**src/rtl/csr_defs_pkg.sv**
```systemverilog
// Shared CSR definitions for the trap sequencer: addresses, bit indices, cause codes,
// mtvec modes, FSM states and the mstatus update helpers used on trap entry and MRET.
package csr_defs_pkg;

  localparam int unsigned XLEN    = 32;
  localparam int unsigned CAUSE_W = 4;

  localparam logic [11:0] CSR_MSTATUS = 12'h300;
  localparam logic [11:0] CSR_MIE     = 12'h304;
  localparam logic [11:0] CSR_MTVEC   = 12'h305;
  localparam logic [11:0] CSR_MEPC    = 12'h341;
  localparam logic [11:0] CSR_MCAUSE  = 12'h342;
  localparam logic [11:0] CSR_MTVAL   = 12'h343;

  localparam int unsigned MSTATUS_MIE    = 3;
  localparam int unsigned MSTATUS_MPIE   = 7;
  localparam int unsigned MSTATUS_MPP_LO = 11;

  localparam int unsigned MIE_MSIE = 3;
  localparam int unsigned MIE_MTIE = 7;
  localparam int unsigned MIE_MEIE = 11;

  localparam logic [CAUSE_W-1:0] CAUSE_MSI     = 4'd3;
  localparam logic [CAUSE_W-1:0] CAUSE_MTI     = 4'd7;
  localparam logic [CAUSE_W-1:0] CAUSE_MEI     = 4'd11;
  localparam logic [CAUSE_W-1:0] CAUSE_ILLEGAL = 4'd2;
  localparam logic [CAUSE_W-1:0] CAUSE_EBREAK  = 4'd3;
  localparam logic [CAUSE_W-1:0] CAUSE_ECALL_M = 4'd11;

  localparam logic [1:0] MTVEC_DIRECT   = 2'b00;
  localparam logic [1:0] MTVEC_VECTORED = 2'b01;

  typedef enum logic [1:0] {
    ST_IDLE,
    ST_ENTER,
    ST_REDIR,
    ST_RET
  } state_e;

  // Context captured at the commit boundary when a trap is taken
  typedef struct packed {
    logic                is_irq;
    logic [CAUSE_W-1:0]  cause;
    logic [XLEN-1:0]     pc;
    logic [XLEN-1:0]     tval;
  } trap_ctx_t;

  function automatic logic [XLEN-1:0] enter_mstatus(input logic [XLEN-1:0] m);
    logic [XLEN-1:0] r;
    r                          = m;
    r[MSTATUS_MPIE]            = m[MSTATUS_MIE];
    r[MSTATUS_MIE]             = 1'b0;
    r[MSTATUS_MPP_LO +: 2]     = 2'b11;
    return r;
  endfunction

  function automatic logic [XLEN-1:0] mret_mstatus(input logic [XLEN-1:0] m);
    logic [XLEN-1:0] r;
    r                          = m;
    r[MSTATUS_MIE]             = m[MSTATUS_MPIE];
    r[MSTATUS_MPIE]            = 1'b1;
    r[MSTATUS_MPP_LO +: 2]     = 2'b11;
    return r;
  endfunction

endpackage

```
**src/rtl/csr_trap_ctrl_if.sv**
```systemverilog
// Core-side bundle of the trap sequencer: CSR inputs, interrupt lines, commit info,
// software CSR port, mstatus write-back and PC redirect.
interface csr_trap_ctrl_if;

  logic [csr_defs_pkg::XLEN-1:0]    mstatus_i;
  logic [csr_defs_pkg::XLEN-1:0]    mie_i;
  logic [csr_defs_pkg::XLEN-1:0]    mtvec_i;
  logic                             irq_ext;
  logic                             irq_tmr;
  logic                             irq_sw;
  logic                             instr_valid;
  logic [csr_defs_pkg::XLEN-1:0]    pc_i;
  logic                             exc_valid;
  logic [csr_defs_pkg::CAUSE_W-1:0] exc_cause;
  logic [csr_defs_pkg::XLEN-1:0]    exc_tval;
  logic                             mret_i;
  logic [11:0]                      csr_addr;
  logic                             csr_we;
  logic [csr_defs_pkg::XLEN-1:0]    csr_wdata;
  logic [csr_defs_pkg::XLEN-1:0]    csr_rdata;
  logic                             mstatus_we;
  logic [csr_defs_pkg::XLEN-1:0]    mstatus_wdata;
  logic                             stall;
  logic                             redirect_valid;
  logic [csr_defs_pkg::XLEN-1:0]    redirect_pc;

  modport slave (
    input  mstatus_i, mie_i, mtvec_i, irq_ext, irq_tmr, irq_sw,
    input  instr_valid, pc_i, exc_valid, exc_cause, exc_tval, mret_i,
    input  csr_addr, csr_we, csr_wdata,
    output csr_rdata, mstatus_we, mstatus_wdata, stall, redirect_valid, redirect_pc
  );

  modport master (
    output mstatus_i, mie_i, mtvec_i, irq_ext, irq_tmr, irq_sw,
    output instr_valid, pc_i, exc_valid, exc_cause, exc_tval, mret_i,
    output csr_addr, csr_we, csr_wdata,
    input  csr_rdata, mstatus_we, mstatus_wdata, stall, redirect_valid, redirect_pc
  );

endinterface

```
**src/rtl/csr_irq_prio.sv**
```systemverilog
// Interrupt pending/priority encoder: MEI > MSI > MTI, gated by mstatus.MIE and mie.
module csr_irq_prio
  import csr_defs_pkg::*;
(
  input  logic               mstatus_mie,
  input  logic               mie_meie,
  input  logic               mie_msie,
  input  logic               mie_mtie,
  input  logic               irq_ext,
  input  logic               irq_sw,
  input  logic               irq_tmr,
  output logic               irq_pend,
  output logic [CAUSE_W-1:0] irq_cause
);

  logic ext_c;
  logic sw_c;
  logic tmr_c;

  assign ext_c    = mstatus_mie & mie_meie & irq_ext;
  assign sw_c     = mstatus_mie & mie_msie & irq_sw;
  assign tmr_c    = mstatus_mie & mie_mtie & irq_tmr;
  assign irq_pend = ext_c | sw_c | tmr_c;

  always_comb begin
    irq_cause = CAUSE_MTI;
    if (ext_c) begin
      irq_cause = CAUSE_MEI;
    end else if (sw_c) begin
      irq_cause = CAUSE_MSI;
    end
  end

endmodule

```
**src/rtl/csr_trap_ctrl.sv**
```systemverilog
// Trap sequencer: takes interrupts, exceptions and MRET at the commit boundary,
// owns mepc/mcause/mtval and redirects the PC.
module csr_trap_ctrl
  import csr_defs_pkg::*;
#(
  parameter logic [XLEN-1:0] RESET_PC = 32'h0000_0000
) (
  input logic            clk,
  input logic            rst,
  csr_trap_ctrl_if.slave bus
);

  state_e             state;
  trap_ctx_t          ctx;
  logic [XLEN-1:0]    mepc;
  logic [XLEN-1:0]    mcause;
  logic [XLEN-1:0]    mtval;
  logic               irq_pend;
  logic [CAUSE_W-1:0] irq_cause;
  logic [XLEN-1:0]    vec_base;
  logic [XLEN-1:0]    vec_target;
  logic               unused_mie;

  csr_irq_prio u_irq_prio (
    .mstatus_mie (bus.mstatus_i[MSTATUS_MIE]),
    .mie_meie    (bus.mie_i[MIE_MEIE]),
    .mie_msie    (bus.mie_i[MIE_MSIE]),
    .mie_mtie    (bus.mie_i[MIE_MTIE]),
    .irq_ext     (bus.irq_ext),
    .irq_sw      (bus.irq_sw),
    .irq_tmr     (bus.irq_tmr),
    .irq_pend    (irq_pend),
    .irq_cause   (irq_cause)
  );

  assign unused_mie = ^{bus.mie_i[31:12], bus.mie_i[10:8], bus.mie_i[6:4], bus.mie_i[2:0]};

  assign bus.stall = (state != ST_IDLE) ||
                     (bus.instr_valid && (irq_pend || bus.exc_valid || bus.mret_i));

  // A zero base means mtvec was never programmed; fall back to the boot vector
  assign vec_base   = {bus.mtvec_i[XLEN-1:2], 2'b00};
  assign vec_target = (vec_base == '0) ? RESET_PC :
                      vec_base + ((ctx.is_irq && (bus.mtvec_i[1:0] == MTVEC_VECTORED)) ?
                                  {26'b0, ctx.cause, 2'b00} : 32'h0);

  always_comb begin
    bus.csr_rdata = '0;
    case (bus.csr_addr)
      CSR_MEPC:   bus.csr_rdata = mepc;
      CSR_MCAUSE: bus.csr_rdata = mcause;
      CSR_MTVAL:  bus.csr_rdata = mtval;
      default:    bus.csr_rdata = '0;
    endcase
  end

  always_ff @(posedge clk or posedge rst) begin
    if (rst) begin
      state              <= ST_IDLE;
      ctx                <= '0;
      mepc               <= '0;
      mcause             <= '0;
      mtval              <= '0;
      bus.mstatus_we     <= 1'b0;
      bus.mstatus_wdata  <= '0;
      bus.redirect_valid <= 1'b0;
      bus.redirect_pc    <= '0;
    end else begin
      bus.mstatus_we     <= 1'b0;
      bus.redirect_valid <= 1'b0;
      unique case (state)
        ST_IDLE: begin
          if (bus.csr_we) begin
            case (bus.csr_addr)
              CSR_MEPC:   mepc   <= {bus.csr_wdata[XLEN-1:2], 2'b00};
              CSR_MCAUSE: mcause <= bus.csr_wdata;
              CSR_MTVAL:  mtval  <= bus.csr_wdata;
              default:    ;
            endcase
          end
          if (bus.instr_valid && (irq_pend || bus.exc_valid)) begin
            ctx.is_irq        <= irq_pend;
            ctx.cause         <= irq_pend ? irq_cause : bus.exc_cause;
            ctx.pc            <= bus.pc_i;
            ctx.tval          <= bus.exc_tval;
            bus.mstatus_we    <= 1'b1;
            bus.mstatus_wdata <= enter_mstatus(bus.mstatus_i);
            state             <= ST_ENTER;
          end else if (bus.instr_valid && bus.mret_i) begin
            bus.mstatus_we     <= 1'b1;
            bus.mstatus_wdata  <= mret_mstatus(bus.mstatus_i);
            bus.redirect_valid <= 1'b1;
            bus.redirect_pc    <= mepc;
            state              <= ST_RET;
          end
        end
        // Trap CSR updates own this cycle; software writes are not accepted here
        ST_ENTER: begin
          mepc               <= {ctx.pc[XLEN-1:2], 2'b00};
          mcause             <= {ctx.is_irq, 27'b0, ctx.cause};
          mtval              <= ctx.is_irq ? '0 : ctx.tval;
          bus.redirect_valid <= 1'b1;
          bus.redirect_pc    <= vec_target;
          state              <= ST_REDIR;
        end
        ST_REDIR: state <= ST_IDLE;
        ST_RET:   state <= ST_IDLE;
        default:  state <= ST_IDLE;
      endcase
    end
  end

endmodule
```
**src/flat_wrapper.sv**
```systemverilog
// flat-port wrapper written by rule: the top's interface ports become plain ports
module csr_trap_ctrl_flat import csr_defs_pkg::*;
#(
  parameter logic [XLEN-1:0] RESET_PC = 32'h0000_0000
)
  (clk, rst, bus_mstatus_i, bus_mie_i, bus_mtvec_i, bus_irq_ext, bus_irq_tmr, bus_irq_sw, bus_instr_valid, bus_pc_i, bus_exc_valid, bus_exc_cause, bus_exc_tval, bus_mret_i, bus_csr_addr, bus_csr_we, bus_csr_wdata, bus_csr_rdata, bus_mstatus_we, bus_mstatus_wdata, bus_stall, bus_redirect_valid, bus_redirect_pc);
  csr_trap_ctrl_if bus_i ();
  input logic clk;
  input logic rst;
  input wire logic [$bits(bus_i.mstatus_i)-1:0] bus_mstatus_i;
  input wire logic [$bits(bus_i.mie_i)-1:0] bus_mie_i;
  input wire logic [$bits(bus_i.mtvec_i)-1:0] bus_mtvec_i;
  input wire logic [$bits(bus_i.irq_ext)-1:0] bus_irq_ext;
  input wire logic [$bits(bus_i.irq_tmr)-1:0] bus_irq_tmr;
  input wire logic [$bits(bus_i.irq_sw)-1:0] bus_irq_sw;
  input wire logic [$bits(bus_i.instr_valid)-1:0] bus_instr_valid;
  input wire logic [$bits(bus_i.pc_i)-1:0] bus_pc_i;
  input wire logic [$bits(bus_i.exc_valid)-1:0] bus_exc_valid;
  input wire logic [$bits(bus_i.exc_cause)-1:0] bus_exc_cause;
  input wire logic [$bits(bus_i.exc_tval)-1:0] bus_exc_tval;
  input wire logic [$bits(bus_i.mret_i)-1:0] bus_mret_i;
  input wire logic [$bits(bus_i.csr_addr)-1:0] bus_csr_addr;
  input wire logic [$bits(bus_i.csr_we)-1:0] bus_csr_we;
  input wire logic [$bits(bus_i.csr_wdata)-1:0] bus_csr_wdata;
  output wire logic [$bits(bus_i.csr_rdata)-1:0] bus_csr_rdata;
  output wire logic [$bits(bus_i.mstatus_we)-1:0] bus_mstatus_we;
  output wire logic [$bits(bus_i.mstatus_wdata)-1:0] bus_mstatus_wdata;
  output wire logic [$bits(bus_i.stall)-1:0] bus_stall;
  output wire logic [$bits(bus_i.redirect_valid)-1:0] bus_redirect_valid;
  output wire logic [$bits(bus_i.redirect_pc)-1:0] bus_redirect_pc;
  assign bus_i.mstatus_i = bus_mstatus_i;
  assign bus_i.mie_i = bus_mie_i;
  assign bus_i.mtvec_i = bus_mtvec_i;
  assign bus_i.irq_ext = bus_irq_ext;
  assign bus_i.irq_tmr = bus_irq_tmr;
  assign bus_i.irq_sw = bus_irq_sw;
  assign bus_i.instr_valid = bus_instr_valid;
  assign bus_i.pc_i = bus_pc_i;
  assign bus_i.exc_valid = bus_exc_valid;
  assign bus_i.exc_cause = bus_exc_cause;
  assign bus_i.exc_tval = bus_exc_tval;
  assign bus_i.mret_i = bus_mret_i;
  assign bus_i.csr_addr = bus_csr_addr;
  assign bus_i.csr_we = bus_csr_we;
  assign bus_i.csr_wdata = bus_csr_wdata;
  assign bus_csr_rdata = bus_i.csr_rdata;
  assign bus_mstatus_we = bus_i.mstatus_we;
  assign bus_mstatus_wdata = bus_i.mstatus_wdata;
  assign bus_stall = bus_i.stall;
  assign bus_redirect_valid = bus_i.redirect_valid;
  assign bus_redirect_pc = bus_i.redirect_pc;
  csr_trap_ctrl #(.RESET_PC(RESET_PC)) u_core (.clk(clk), .rst(rst), .bus(bus_i));
endmodule
```
**config.mk**
```make
export PLATFORM = sky130hd
export DESIGN_NAME = csr_trap_ctrl_flat
export DESIGN_NICKNAME = d
export VERILOG_FILES = /design/src/rtl/csr_defs_pkg.sv /design/src/rtl/csr_trap_ctrl_if.sv /design/src/rtl/csr_irq_prio.sv /design/src/rtl/csr_trap_ctrl.sv /design/src/flat_wrapper.sv
export SDC_FILE = /design/constraint.sdc
export NUM_CORES = 1
export LEC_CHECK = 0
export CORE_MARGIN = 2
export CORE_UTILIZATION = 39
export CTS_BUF_LIST = sky130_fd_sc_hd__clkbuf_4 sky130_fd_sc_hd__clkbuf_8 sky130_fd_sc_hd__clkbuf_16
export CTS_CLUSTER_DIAMETER = 100
export CTS_CLUSTER_SIZE = 25
export DETAILED_ROUTE_END_ITERATION = 8
export GPL_ROUTABILITY_DRIVEN = 0
export PLACE_DENSITY = 0.64
export SYNTH_ARGS = -nofsm -noshare
export SYNTH_HDL_FRONTEND = slang
export SYNTH_SLANG_ARGS = --single-unit
```
**constraint.sdc**
```tcl
create_clock -name clk -period 10.1 [get_ports clk]
set_input_delay 2.02 -clock clk [delete_from_list [all_inputs] [get_ports clk]]
set_output_delay 2.02 -clock clk [all_outputs]
set_load 0.02 [all_outputs]
```
==> results.txt, run 1 <==
clk_skew = 0.0350 ns
gate count of the mapped netlist = 1,073
maximum vdd ir drop = 0.166 mV
unrepaired setup endpoints after global routing = no
Crit. End Element = output pin
Pwr Density = 210 nW/um2
Area Growth Syn to Fin = 31.7%
LEAKAGE = 5.98 nW
vias per inst = 5.28
GR Layer Usage met2 = 0.383
postcts setup bufs = 0
Final Setup Violations = 0
Post-Syn Area = 11,000 um2
Root Buffer = clkbuf_16
Slew Viols, Final = 0
Synth cell types = 62
CP Max Fanout = 35
GRT met1 Usage = 0.286
Core Area = 27,800 um2
P_int = 1.99 mW
Clk pwr share = 0.195
drt wl/cell = 19.7 um
die area = 29,600 um2
worst-skew pair later-pin latency = 0.50 ns
GR peak layer = met2
TritonCTS clock tree = done
post-CTS resize count = 0
setup_tns = 0 ns
CTS Buf Count = 13
Power Total = 3.05 mW
CTS sink count = 226
initial antenna violation count = 3
EDFF count, synth = 0
layout cells sized above 1 = 0.0443
total number of vias = 8,935
MaxCap Viol Count = 0
Vert. Die Dim = 172 um
cells along the critical path = buf_2 -> buf_4 -> nor2b_1 -> and4_1 -> buf_4 -> nand2_1 -> o21ai_1 -> clkdlybuf4s50_1
hpwl dp = 22,900 um
Overflow after GRT = 0
sequential fraction of the synthesis area = 0.513
Slew Limit Headroom = 0.186
count of final hold-check violations = 0
first-pass GRT wire length = 51,000 um
Initial Util = 0.397
min-delay worst type = reg2reg
Post-Syn Area per Cell = 10.3 um2
routed wire length = 33,300 um
crit path DAT = 4.44 ns
Layout Nets = 1,529
Reg power frac = 0.477
final cycle utilization of the critical path = 0.639
outcome = finished, final reports clean
CTS Hold Bufs = 0
GR Util All Layers = 0.223
cell mode on critical path = buf_4
First-pass DRT Iterations = 5
IO Count = 316
Post-synth ARST share = 1.00
switching share of power = 0.347
CP max-delay cell = clkdlybuf4s50_1
grt met3 use = 0.0561
crit path time final = 6.46 ns
vias in the first global route = 8,972
switching pwr = 1.06 mW
largest net degree at the start of global routing = 107
FMAX = 155 MHz
CTS H-tree lvls = 1
Slew @ Worst Pin = 1.22 ns
yosys warns = 0
CTS Buffer Depth = 3
I/O Buffers = 280
clock transition at the registers of the reported paths = 0.10 ns
placement row count = 61
Worst EP required = 8.08 ns
largest stage delay on the critical path = 0.66 ns
commonest register cell after synthesis = dfrtp_1
DRC Markers = 0
antenna-violating nets left = 0
startpoint types = input port
starting DRC count in detailed routing = 556
FF+latch count, synth = 226
Die X = 172 um
Gate power share = 0.328
WS Path Type = in2out
==> kinds of logic after synthesis <==
kind of cell / count (synthesis) / share of synthesized area
multiplexers: 157 / 0.153
adder cells (fa/ha/maj): 5 / 0.00635
AO/OA/AOI/OAI: 267 / 0.138
buffers and inverters: 89 / 0.0357
AND/OR/NAND/NOR: 310 / 0.139
XOR/XNOR: 18 / 0.0143
other: 1 / 0.000340
flip-flops: 226 / 0.513
==> final cells by class <==
class	count	area, um2
Inverter	12	52.6
Sequential cell	226	5660
Fill cell	2619	13300
Timing Repair Buffer	295	2910
Clock buffer	14	339
Multi-Input combinational cell	759	5030
Tap cell	378	473
Antenna cell	3	7.51
Clock inverter	4	61.3
==> critical path: cells and delay by family <==
family                 cells  cell delay, ns
AO/OA/AOI/OAI              1            0.17
buffers and inverters      4            1.73
AND/OR/NAND/NOR            3            0.49
==> layer usage <==
layer / wire length (um) / part of all wire / vias to the layer above
met5: 21 / 0.00063 / -
met4: 712 / 0.021 / 4
met3: 2240 / 0.067 / 38
met2: 16100 / 0.48 / 258
met1: 14300 / 0.43 / 4390
li1: - / - / 4245
==> cells in the mapped netlist (3+ instances only) <==
master,instances,share of area
dfrtp_1,226,0.51
nand2_1,149,0.051
a21oi_1,109,0.049
mux2_1,93,0.095
o21ai_1,87,0.039
mux2i_1,60,0.054
nor2_1,55,0.019
clkbuf_1,44,0.015
nor3b_1,35,0.024
buf_2,21,0.0095
o21ai_0,16,0.0073
xnor2_1,15,0.012
nand3_1,10,0.0045
inv_1,9,0.0031
nor4_1,9,0.0051
o21a_1,9,0.0061
o2bb2ai_1,9,0.0071
and2_1,7,0.0040
a21o_1,6,0.0041
a31oi_1,6,0.0034
buf_1,6,0.0020
nor2b_1,6,0.0034
o31ai_1,6,0.0041
nand2b_1,5,0.0028
or4_1,5,0.0034
and3_1,4,0.0023
ha_1,4,0.0045
mux2_2,4,0.0041
nand4_1,4,0.0023
nor3_1,4,0.0018
o22a_1,4,0.0032
and4_1,3,0.0024
buf_4,3,0.0020
buf_6,3,0.0031
inv_2,3,0.0010
or3_1,3,0.0017
xor2_1,3,0.0024
==> metrics by stage <==
step / area, um2 / cells / hold slack (ns) / worst slack (ns) / utilization
after floorplan: 11000 / 1074 / 0.452 / 1.89 / -
after global placement: 14100 / 1670 / 0.461 / 3.70 / 0.508
after detailed placement: 14100 / 1670 / 0.470 / 3.71 / 0.508
after CTS: 14500 / 1688 / 0.493 / 3.69 / 0.523
after global routing: 14500 / 1688 / 0.508 / 3.53 / 0.523
final: 14500 / 1691 / 0.487 / 3.64 / 0.523
==> worst paths after layout <==
path / depth (start not counted) / start / slack [ns] / to
setup reg to reg: 10 / u_core.ctx[68]$_DFFE_PP0P_ / 7.05 / u_core.bus.redirect_pc[17]$_DFFE_PP0P_
hold reg to reg: 2 / u_core.ctx[62]$_DFFE_PP0P_ / 0.49 / u_core.mepc[30]$_DFFE_PP0P_
hold / removal: 2 / u_core.ctx[62]$_DFFE_PP0P_ / 0.49 / u_core.mepc[30]$_DFFE_PP0P_
max in group asynchronous: 3 / rst / 6.59 / u_core.mcause[10]$_DFFE_PP0P_
setup / recovery: 8 / bus_csr_addr[1] / 3.64 / bus_csr_rdata[30]
min in group asynchronous: 2 / rst / 2.06 / u_core.bus.mstatus_wdata[27]$_DFFE_PP0P_
==> cells in the final DEF, fill, tap and decap left out, types with 7 or more instances in the layout <==
cell type,n
clkbuf_16,13
o21a_1,9
nand2_1,149
xnor2_1,15
o21ai_1,87
dfrtp_1,226
mux2_1,93
nor4_1,9
nor2_1,55
clkdlybuf4s50_1,279
o21ai_0,16
nand3_1,9
and2_1,7
mux2i_1,60
a21oi_1,109
inv_1,8
buf_4,15
o2bb2ai_1,9
nor3b_1,35
==> state kept, by name, summed over array words and instances (netlist names) <==
name / count
u_core.bus.redirect_valid: 1
u_core.bus.mstatus_we: 1
u_core.ctx: 67
u_core.state: 2
u_core.bus.redirect_pc: 30
u_core.mtval: 32
u_core.mcause: 32
u_core.bus.mstatus_wdata: 31
u_core.mepc: 30
==> power groups by stage <==
stage          combinational, mW  clock (mW)  sequential [mW]
6_report                    1.00       0.593             1.45
3_5_place_dp                1.01           0             1.48
2_1_floorplan              0.489           0             1.50
4_1_cts                     1.01       0.614             1.46
3_3_place_gp               0.990           0             1.47
5_1_grt                     1.10       0.640             1.49
Note: power is estimated with default switching activity, not from simulation.
==> run 2, diff against run 1 <==
- clock period: 10.1 -> 6 ns (I/O delays scaled with it)
==> run 2 against run 1 <==
Sequential share of layout area rose by 0.060 points. Count of clock-buffer cells in the layout did not move. Worst setup slack got worse by 2.7 ns. Sequential power rose by 69%. Clock power rose by 58%. Register-to-register slack got worse by 4.1 ns.
==> results.txt, run 2 (synthesized netlist as in run 1, its figures left out) <==
outcome = finished, final reports clean
Worst EP required = 4.80 ns (-3.28 ns)
Power Total = 5.07 mW (+67%)
starting DRC count in detailed routing = 571 (+2.7%)
Hold Path Origin = u_core.ctx[53]$_DFFE_PP0P_
min-delay worst type = reg2reg
initial antenna violation count = 1 (-2)
largest net degree at the start of global routing = 118 (+10%)
Final Setup Violations = 0 (unchanged)
LEAKAGE = 5.96 nW (-0.26%)
CTS Buffer Depth = 3 (unchanged)
First-pass DRT Iterations = 5 (unchanged)
TritonCTS clock tree = done
Slew Limit Headroom = 0.234 (+0.0480)
CTS Buf Count = 13 (unchanged)
worst r2r src = u_core.ctx[68]$_DFFE_PP0P_
WS Path Type = in2out
Crit. End Element = output pin
clock transition at the registers of the reported paths = 0.10 ns (about the same)
I/O Buffers = 280 (unchanged)
count of final hold-check violations = 0 (unchanged)
startpoint types = input port
number of cells on the worst reg-to-reg path = 10 (unchanged)
Critical R2R Capture = u_core.bus.redirect_pc[9]$_DFFE_PP0P_
routed wire length = 32,700 um (-1.9%)
Slew Viols, Final = 0 (unchanged)
commonest non-fill, non-tap cell in the layout = clkdlybuf4s50_1
drt wl/cell = 19.4 um (-1.7%)
GR Layer Usage met2 = 0.376 (-0.00664)
Slew @ Worst Pin = 1.15 ns (-0.0720 ns)
Hold EP = u_core.mepc[21]$_DFFE_PP0P_
GR Util All Layers = 0.217 (-0.00651)
MaxCap Viol Count = 0 (unchanged)
CP Max Fanout = 20 (-43%)
layout cells sized above 1 = 0.0443 (about the same)
register area = 5660 um2 (unchanged)
Vert. Die Dim = 172 um (unchanged)
FMAX = 200 MHz
maximum vdd ir drop = 0.234 mV (+41%)
first-pass GRT wire length = 49,700 um (-2.5%)
Top reg by flops = u_core.ctx
grt met3 use = 0.0439 (-0.0121)
total number of vias = 8,917 (-0.20%)
footprint of the multi-input gates = 5040 um2 (+0.15%)
IO Count = 316 (unchanged)
crit path time final = 5.01 ns
crit path DAT = 3.81 ns (-0.63 ns)
max FFs per register = 67 (unchanged)
DRC Markers = 0 (unchanged)
CTS sink count = 226 (unchanged)
unrepaired setup endpoints after global routing = no
CTS Hold Bufs = 0 (unchanged)
GR peak layer = met2
postcts setup bufs = 0 (unchanged)
vias per inst = 5.29 (about the same)
clk_skew = 0.0278 ns (-0.00723 ns)
CTS H-tree lvls = 1 (unchanged)
Pwr Density = 350 nW/um2 (+67%)
Regs by FF count = u_core.ctx: 67 flops, u_core.mcause: 32 flops, u_core.mtval: 32 flops
Layout Nets = 1,529 (unchanged)
Initial Util = 0.397 (unchanged)
setup_tns = 0 ns (unchanged)
antenna diode count = 0 (-3)
Core Area = 27,800 um2 (unchanged)
FILL cells = 2,642 (+0.88%)
Area Growth Syn to Fin = 31.5%
worst-skew pair later-pin latency = 0.49 ns (about the same)
worst hold path depth = 2 (unchanged)
Die X = 172 um (unchanged)
post-CTS resize count = 0 (unchanged)
Root Buffer = clkbuf_16
GRT met1 Usage = 0.283 (-0.00365)
R2R setup slack = 2.99 ns (-4.06 ns)
antenna-violating nets left = 0 (unchanged)
die area = 29,600 um2 (unchanged)
vias in the first global route = 8,785 (-2.1%)
hpwl dp = 23,000 um (+0.62%)
Overflow after GRT = 0 (unchanged)
most frequent cells in the layout = clkdlybuf4s50_1, dfrtp_1, nand2_1
final cycle utilization of the critical path = 0.835
placement row count = 61 (unchanged)
run 2: changes by cell type in the layout (fill, tap and decap cells not counted), sizes merged:
cell / change
bufinv: -1
clkinvlp: +1
diode: -3
inv: -1
run 2: critical path, stage by stage:
cell             delay [ns]
clkdlybuf4s50_1        0.44
nor4_4                 0.31
nand4_2                0.47
buf_4                  0.42
inv_1                  0.11
a32o_1                 0.16
clkdlybuf4s50_1        0.68
run 2: stage by stage:
step / std cells / cell area, um2 / setup slack [ns] / utilization / hold slack [ns]
finish: 1687 / 14500 / 0.988 / 0.522 / 0.466
global route: 1687 / 14500 / 0.882 / 0.522 / 0.502
CTS: 1687 / 14500 / 0.924 / 0.522 / 0.477
detailed placement: 1670 / 14100 / 0.952 / 0.509 / 0.473
global placement: 1670 / 14100 / 0.945 / 0.509 / 0.465
floorplan: 1074 / 11000 / 1.85 / - / 0.452
run 2: worst max path at each step:
stage,from,endpoint,cells after the start
floorplan,rst,u_core.bus.mstatus_wdata[0]$_DFFE_PP0P_,1
global placement,bus_csr_addr[3],bus_csr_rdata[0],7
CTS,bus_csr_addr[3],bus_csr_rdata[0],7
finish,bus_csr_addr[3],bus_csr_rdata[1],7
detailed placement,bus_csr_addr[3],bus_csr_rdata[0],7
global route,bus_csr_addr[3],bus_csr_rdata[1],7
run 2: power breakdown:
part	leakage [nW]	total, mW	internal, mW	switching, mW
Sequential	2.71	2.45	2.05	0.396
Clock	0.183	0.938	0.415	0.524
Combinational	3.07	1.69	0.835	0.850
run 2: per-layer routing:
metal  wire length, um  up-vias  part of all wire
li1                  -     4243                 -
met3              1980       38             0.060
met2             16000      257              0.49
met1             14100     4377              0.43
met5                13        -           0.00040
met4               658        2             0.020
run 2: cell type report:
cell class	instances	area share
Sequential cell	226	0.390
Multi-Input combinational cell	759	0.347
Timing Repair Buffer	295	0.201
Tap cell	378	0.0326
Clock buffer	14	0.0229
Inverter	12	0.00336
Clock inverter	3	0.00250
==> run 3, diff against run 2 <==
- PLACE_DENSITY: 0.64 -> 0.66
- clock period: 6 -> 4.3 ns (I/O delays scaled with it)
==> run 3 against run 2 <==
Worst setup slack worse by 0.59 ns. Hold slack better by 0.00077 ns. Final cell count is 0.59% higher. Flip-flop and latch count stayed put. Critical path type unchanged. Critical endpoint is now bus_csr_rdata[28].
==> results.txt, run 3 (synthesized netlist as in run 1, its figures left out) <==
Vert. Die Dim = 172 um (unchanged)
CP max-delay cell = clkdlybuf4s50_1
Root Buffer = clkbuf_16
die area = 29,600 um2 (unchanged)
Layout Nets = 1,540 (+0.72%)
FMAX = 256 MHz
antenna-violating nets left = 0 (unchanged)
critical path's top delay family = buffers and inverters
Core Area = 27,800 um2 (unchanged)
max FFs per register = 67 (unchanged)
TritonCTS clock tree = done
maximum vdd ir drop = 0.303 mV (+29%)
startpoint types = input port
switching pwr = 2.48 mW (+40%)
MaxCap Viol Count = 0 (unchanged)
Crit. End Element = output pin
postcts setup bufs = 0 (unchanged)
crit path time final = 3.91 ns
first-pass GRT wire length = 50,300 um (+1.2%)
I/O Buffers = 280 (unchanged)
CTS sink count = 226 (unchanged)
Final Setup Violations = 0 (unchanged)
Die X = 172 um (unchanged)
largest net degree at the start of global routing = 82 (-31%)
drt wl/cell = 19.3 um (-0.40%)
LEAKAGE = 6.03 nW (+1.2%)
placement row count = 61 (unchanged)
total number of vias = 8,964 (+0.53%)
switching share of power = 0.350 (+0.00101)
Initial Util = 0.397 (unchanged)
Reg power frac = 0.484 (about the same)
DRC Markers = 0 (unchanged)
routed wire length = 32,800 um (+0.19%)
final cycle utilization of the critical path = 0.909
setup_tns = 0 ns (unchanged)
initial antenna violation count = 0 (-1)
DP Cell Count = 1,681 (+0.66%)
Slew Viols, Final = 0 (unchanged)
Regs by FF count = u_core.ctx: 67 flops, u_core.mcause: 32 flops, u_core.mtval: 32 flops
DP Area = 14,300 um2 (+0.88%)
starting DRC count in detailed routing = 682 (+19%)
CTS H-tree lvls = 1 (unchanged)
Pwr Density = 485 nW/um2 (+39%)
design area = 14,600 um2 (+0.81%)
vias per inst = 5.28 (about the same)
crit path DAT = 3.05 ns (-0.76 ns)
Finished Layout Cells = 1,697 (+0.59%)
clock transition at the registers of the reported paths = 0.10 ns (about the same)
hpwl dp = 23,500 um (+2.1%)
layout cells sized above 1 = 0.0523 (+0.00800)
unrepaired setup endpoints after global routing = no
min-delay worst type = reg2reg
Slew @ Worst Pin = 0.914 ns (-0.235 ns)
WS Path Type = in2out
commonest non-fill, non-tap cell in the layout = clkdlybuf4s50_1
Clk pwr share = 0.184 (about the same)
worst setup margin = 0.393 ns (-0.594 ns)
post-CTS resize count = 0 (unchanged)
GR Util All Layers = 0.219 (+0.00226)
Power Total = 7.10 mW (+40%)
worst path bufs/invs = 3 (-1)
hold_ws = 0.466 ns (+0.000771 ns)
most frequent cells in the layout = clkdlybuf4s50_1, dfrtp_1, nand2_1
CTS Hold Bufs = 0 (unchanged)
cells along the critical path = clkdlybuf4s50_1 -> nor4_4 -> and4_1 -> buf_12 -> nand2_1 -> o21ai_1 -> clkdlybuf4s50_1
cell mode on critical path = clkdlybuf4s50_1
CP Max Fanout = 34 (+70%)
Area Growth Syn to Fin = 32.6%
IO Count = 316 (unchanged)
Slew Limit Headroom = 0.390 (+0.157)
Gate power share = 0.332 (about the same)
Top reg by flops = u_core.ctx
antenna diode count = 0 (unchanged)
vias in the first global route = 8,894 (+1.2%)
P_int = 4.61 mW (+40%)
CTS Buffer Depth = 3 (unchanged)
worst-skew pair later-pin latency = 0.50 ns (about the same)
outcome = finished, final reports clean
fin util = 0.526 (+0.00423)
clk_skew = 0.0352 ns (+0.00740 ns)
Worst EP required = 3.44 ns (-1.36 ns)
count of final hold-check violations = 0 (unchanged)
CTS Buf Count = 13 (unchanged)
DP Worst Slack = 0.431 ns (-0.521 ns)
First-pass DRT Iterations = 5 (unchanged)
largest stage delay on the critical path = 0.67 ns (about the same)
Overflow after GRT = 0 (unchanged)
[run 3: changes by cell type in the layout (fill, tap and decap cells not counted), sizes merged]
cell,change
buf,+13
clkdlybuf4s50,-2
clkbuf,-1
[run 3: worst paths after layout]
path                                                 start                                     end  slack (ns)  depth (start not counted)
worst max register to register  u_core.ctx[68]$_DFFE_PP0P_  u_core.bus.redirect_pc[30]$_DFFE_PP0P_        1.32                         11
worst max-delay path                       bus_csr_addr[3]                       bus_csr_rdata[28]        0.39                          7
max in group asynchronous                              rst              u_core.mepc[5]$_DFFE_PP0P_        2.72                          3
worst min register to register  u_core.ctx[53]$_DFFE_PP0P_             u_core.mepc[21]$_DFFE_PP0P_        0.47                          2
worst min-delay path            u_core.ctx[53]$_DFFE_PP0P_             u_core.mepc[21]$_DFFE_PP0P_        0.47                          2
min in group asynchronous                              rst              u_core.ctx[52]$_DFFE_PP0P_        0.75                          2
[run 3: power by group through the flow]
stage / sequential (mW) / combinational (mW) / clock, mW
finish: 3.43 / 2.36 / 1.30
global route: 3.52 / 2.59 / 1.42
CTS: 3.45 / 2.39 / 1.35
detailed placement: 3.49 / 2.38 / 0
global placement: 3.47 / 2.33 / 0
floorplan: 3.51 / 1.15 / 0
[run 3: worst register-to-register path, stage by stage, from the launching register on]
cell	delay [ns]
dfrtp_1	0.43
nand2_1	0.07
nor2_1	0.19
and2_1	0.16
ha_1	0.18
inv_1	0.06
fa_1	0.41
nor2b_1	0.17
o22ai_1	0.31
or3_4	0.46
o31a_1	0.26
a211oi_2	0.20
[run 3: cell type report]
class | instances | area [um2]
multi-input combinational | 759 | 5040
inverter | 12 | 48.8
timing repair buffer | 306 | 3050
fill | 2561 | 13200
sequential | 226 | 5660
clock inverter | 3 | 36.3
clock buffer | 13 | 325
tap | 378 | 473
[run 3: per-layer routing]
layer | vias up | share of wire | track usage
met1 | 4419 | 0.44 | 0.287
li1 | 4263 | - | -
met4 | 0 | 0.020 | 0.0460
met3 | 32 | 0.056 | 0.0435
met5 | - | 0 | 0
met2 | 250 | 0.49 | 0.378
